`src/rtl/recurrence_engine.sv`:
```
// Four-register recurrence engine: per iteration, sequential mode takes 4 cycles and parallel mode 1 cycle.
// No backpressure: start is sampled only in IDLE and ignored while a run is in flight.
module recurrence_engine #(
  parameter int WIDTH  = 32,
  parameter int ITER_W = 4
) (
  input  logic                    clk,
  input  logic                    rst,
  input  logic                    start,
  input  logic                    mode,
  input  logic [ITER_W-1:0]       iter,
  input  logic signed [WIDTH-1:0] a_in,
  input  logic signed [WIDTH-1:0] b_in,
  input  logic signed [WIDTH-1:0] c_in,
  input  logic signed [WIDTH-1:0] d_in,
  output logic signed [WIDTH-1:0] a,
  output logic signed [WIDTH-1:0] b,
  output logic signed [WIDTH-1:0] c,
  output logic signed [WIDTH-1:0] d,
  output logic                    busy,
  output logic                    done,
  output logic [1:0]              phase
);

  typedef enum logic [1:0] {IDLE, RUN, DONE} state_t;

  state_t              state, state_n;
  logic                mode_r;
  logic [ITER_W-1:0]   count;
  logic                last_step;

  // An iteration completes on phase 3 in sequential mode and on every edge in parallel mode.
  assign last_step = (count == ITER_W'(1)) && (mode_r || (phase == 2'd3));

  always_comb begin
    state_n = state;
    case (state)
      IDLE: if (start) state_n = (iter != '0) ? RUN : DONE;
      RUN:  if (last_step) state_n = DONE;
      DONE: state_n = IDLE;
      default: state_n = IDLE;
    endcase
  end

  always_ff @(posedge clk or posedge rst) begin
    if (rst) begin
      state <= IDLE;
      busy  <= 1'b0;
      done  <= 1'b0;
    end else begin
      state <= state_n;
      busy  <= (state_n == RUN);
      done  <= (state_n == DONE);
    end
  end

  always_ff @(posedge clk or posedge rst) begin
    if (rst) begin
      a      <= '0;
      b      <= '0;
      c      <= '0;
      d      <= '0;
      mode_r <= 1'b0;
      count  <= '0;
      phase  <= 2'd0;
    end else begin
      case (state)
        IDLE: begin
          if (start) begin
            a      <= a_in;
            b      <= b_in;
            c      <= c_in;
            d      <= d_in;
            mode_r <= mode;
            count  <= iter;
            phase  <= 2'd0;
          end
        end
        RUN: begin
          if (mode_r) begin
            // All right-hand sides read pre-edge values.
            a     <= b + c;
            d     <= a - WIDTH'(3);
            b     <= d + WIDTH'(10);
            c     <= c + WIDTH'(1);
            count <= count - ITER_W'(1);
          end else begin
            // One register per edge, so later phases see earlier phases' results.
            case (phase)
              2'd0: a <= b + c;
              2'd1: d <= a - WIDTH'(3);
              2'd2: b <= d + WIDTH'(10);
              default: begin
                c     <= c + WIDTH'(1);
                count <= count - ITER_W'(1);
              end
            endcase
            phase <= phase + 2'd1;
          end
        end
        default: ;
      endcase
    end
  end

endmodule

```
`config.mk`:
```
export PLATFORM = sky130hd
export DESIGN_NAME = recurrence_engine
export DESIGN_NICKNAME = d
export VERILOG_FILES = /design/src/rtl/recurrence_engine.sv
export SDC_FILE = /design/constraint.sdc
export NUM_CORES = 1
export LEC_CHECK = 0
export CELL_PAD_IN_SITES_DETAIL_PLACEMENT = 1
export CELL_PAD_IN_SITES_GLOBAL_PLACEMENT = 2
export CORE_UTILIZATION = 29
export CTS_BUF_LIST = sky130_fd_sc_hd__clkbuf_16
export CTS_CLUSTER_SIZE = 30
export DETAILED_ROUTE_END_ITERATION = 8
export PLACE_DENSITY_LB_ADDON = 0.1
export SLEW_MARGIN = 20
export SYNTH_ARGS = -nofsm -noshare
export SYNTH_HDL_FRONTEND = slang
export SYNTH_SLANG_ARGS = --single-unit
```
`constraint.sdc`:
```
create_clock -name clk -period 12.25 [get_ports clk]
set_input_delay 3.0625 -clock clk [delete_from_list [all_inputs] [get_ports clk]]
set_output_delay 3.0625 -clock clk [all_outputs]
set_load 0.1 [all_outputs]
```
# Yosys cells after proc, flatten, opt, wreduce, memory -nomap -nowiden
# Cells that the tools add are included.
# classes
bitwise_logic	0
eq_ne	13
reduce_logical	13
mux	27
multipliers	0
n_lt_le_gt_ge	0
shifts	0
n_addsub	6
div_mod_pow	0
# ops
op	n
2-to-1 mux 32 bit	12
one-hot mux 32 bit (2 select lines)	4
adder 32 x 2 -> 32 bit, second input constant	1
adder 32 bit	1
adder 32 x 5 -> 32 bit, second input constant	1
subtractor 32 x 3 -> 32 bit, second input constant	1
AND reduction 3 bit	5
2-to-1 mux 4 bit	3
inequality test 3 bit, second input constant	4
2-to-1 mux 2 bit	5
one-hot mux 2 bit (2 select lines)	2
one-hot mux 4 bit (2 select lines)	1
== test 2 x 1 -> 1 bit, second input constant	3
== test 2 bit, second input constant	3
== test 4 x 1 -> 1 bit, second input constant	1
zero test 2 bit	2
inequality test 2 bit, second input constant	2
nonzero test 4 bit	1
subtractor 4 x 1 -> 4 bit, second input constant	1
OR reduction 3 bit	1
adder 2 x 1 -> 2 bit, second input constant	1
AND reduction 2 bit	1
nonzero test 2 bit	1
logical AND 1 bit	1
logical OR 1 bit	1
# totals
mem_count	0
inputBits	136
register_bits	139
elab_cells	69
output_inout_bits	132
rom_bits	0
latchBits	0
mem_bits_rw	0

# Depth between registers and ports, before layout
# depth
word_depth	6
ltp_mapped	10
ltp_nobuf	10

# Worst setup path before layout
# No wires, ideal clock.
# synth_timing
path_kind	input to register
start	in start
end	reg c[14]
slack_ns	7.906
path_buffers	1
setup_time_ns	0.079
required_time_ns	12.171
cell_stages	6
t_arrival_ns	4.265
path_cell_list	nor2_1 -> or2_2 -> a21oi_1 -> clkbuf_1 -> a21oi_1 -> a21oi_1
# synth_between
elab_chain_len	2
# synth_lines
item	line_no	rtl
start: declaration	9	input logic start,
inequality test 2 bit (no line)	--	
AND reduction 3 bit (no line)	--	
end signal: assignment	72	c <= c_in;
end signal: assignment	85	c <= c + WIDTH'(1);
end signal: assignment	94	c <= c + WIDTH'(1);
end: declaration	18	output logic signed [WIDTH-1:0] c,
# No other way between the ends.
# A chain may end at the register's enable or synchronous reset.

# Final worst setup path
# layout_timing
start	reg c[4]
end	out c[4]
# No word-level cell between the ends.

==> impl_metrics.toml <==
[clocking]
cts_htree_levels = 4
clkSinkCount = 139
cts_setup_buffers = 0
clkLatencyLatePin_ps = 440
clock_path_buffers = 2
cts_inserted_buffers = 17
clk_pin_slew_worst_paths_ps = 70
cts-root-buf = "clkbuf_16"
cts_tree = "yes"
cts_hold_buf = 0
ctsResizeCount = 0

[floorplan]
chipWidth_microns = 183
die_area_sq_mm = 0.0334
start_util_pct = 29.7
core_sq_mm = 0.0319
num_rows = 65
die_y_microns = 183
io_pins = 268

[min_path]
worstHoldPathCells = 2
worstHoldPathType = "reg -> reg"
hp-start = "b[18]"

[timing]
slew_viol_final = 0
finalSetupTns_ps = 0
max_slew_margin_pct = 29.5
grt_setup_unrepaired = "false"
hold_violations = 0
tightest_slew_ps = 1050
max_freq_mhz = 190
skew_ps = 19.5
setup_violations = 0
min_period_ps = 5270
min_period_over_period_pct = 43.1

[finish]
register_area_sq_mm = 0.00348
multiInputGateArea_sq_mm = 0.00572
instances_no_fill = 1891
fill_cells = 3828
num_antenna_cells = 0
fin_nets = 1620
areaGrowthSynthToFinish_pct = 38.9
drive_gt1_share_pct = 4.19

[yosys]
async_reset_ff_share_pct = 100
syn-cell-area_sq_mm = 0.00948
yosysSeqAreaShare_pct = 36.7
syn_nets = 1395
synth_edf_count = 0
ys.flop_type = "dfrtp_1"
synth-seq-cells = 139
avgSynthCellArea_sq_um = 7.78
netlist_instances = 1218
yosys_warnings = 0
synth.distinct_cells = 62

[worst_setup_path]
cp.required_ps = 9190
crit_chain = "clkdlybuf4s50_1"
path_buf_inv = 1
cp.arrival_ps = 2210
crit_slowest_cell = "clkdlybuf4s50_1"
cp.depth = 1
worstSetupPathType = "reg -> out"
startpoint_type = "flip-flop"
crit_family = "buffers and inverters"
crit_fanout = 8
reg2reg_from = "d[6]"
reg2regPathDepth = 8
worstSetupStartpoint = "c[4]"
end_kind = "output pin"
slowest_delay_ps = 1230

[placement]
gp_congestion = 0.860
hpwl_microns = 29300
port_buffers = 267
place_inst = 1859

[run_status]
status = "finished, final reports clean"

[drt]
vias = 9854
viasPerCell = 5.21
wl_per_cell_microns = 20.6
first_pass_iters = 5
wl_microns = 39000
ant_nets = 0
drc = 0
drt-initial-drc-count = 435

[grt]
grt_max_degree = 91
grtUsageTotal_pct = 23.5
grt_pass1_vias = 10156
grt_antenna_before_repair = 0
grt_pass1_wl_microns = 60200
grt_overflow_total = 0

[flow_run]
maxCapViolCount = 0
-- layout by cell type, fill, tap and decap left out, types with 16 or more instances in the layout --
master and count:
nand2_1 167, xor2_1 27, inv_1 16, a21oi_1 163, nor2_1 128, nand3_1 41
ha_1 40, xnor2_1 42, dfrtp_1 139, o21ai_0 135, clkbuf_16 17, clkdlybuf4s50_1 267
nor3_1 30, and3_1 20
-- flip-flops by register name (all words and copies together) (netlist names) --
name and flops:
c 32, mode_r 1, a 32, b 32, phase 2, done 1, busy 1, count 4
state 2, d 32
-- routing by layer --
layer	wire (microns)	track usage, %	up-vias
met5	0	0	-
met4	378	4.30	0
met3	1490	3.87	20
met2	19700	41.5	212
met1	17400	30.3	4819
li1	-	-	4803
-- logic make-up after synthesis --
family          count (synthesis)  share of synthesized area, %
simple gates                  464                          22.3
xor+xnor                       69                          6.38
compound gates                403                          24.1
fa+ha+maj                      41                          5.49
flops                         139                          36.7
buf+inv                        87                          3.47
mux                            15                          1.60
-- synthesized netlist by cell type (all sizes together), types with 17 or more instances --
library cell | number | area, sq um
xnor2 | 42 | 368
nand3 | 41 | 205
nor2 | 130 | 488
inv | 17 | 63.8
o21ai | 138 | 691
ha | 40 | 500
xor2 | 27 | 236
clkbuf | 65 | 244
nand2 | 167 | 627
a21oi | 164 | 821
dfrtp | 139 | 3480
nor3 | 30 | 150
and3 | 20 | 125
-- final timing paths --
kind	slack, ps	end
min in group asynchronous	3190	d[9]
max in group asynchronous	7710	a[17]
max reg2reg	8870	b[26]
min reg2reg	520	b[18]
max	6980	c[4]
min	520	b[18]
-- tightest hold or removal path, delay by kind of cell, from the launching register on --
family	cells	cell delay [ps]
AOI/OAI and AO/OA	1	60
DFF	1	370
and+or+nand+nor	1	50
-- area by class of cell --
cell class                 instances  area share [%]
sequential                       139            26.4
clock inverter                    15            1.42
clock buffer                      17            3.23
multi-input combinational        992            43.4
inverter                          17           0.523
timing repair buffer             276            20.8
tap                              435            4.14
-- metrics by stage --
stage	setup slack [ps]	instance area, sq um	util, %	hold slack, ps
after global placement	6740	12500	39.4	497
after detailed placement	6630	12500	39.4	510
final	6980	13200	41.3	517
after floorplan	5460	9480	-	514
after CTS	6960	13200	41.3	524
after global routing	6850	13200	41.3	556
Power is left out: the tool's default activity adds up to more than one toggle a clock period on the data nets, which glitch-free logic cannot reach.
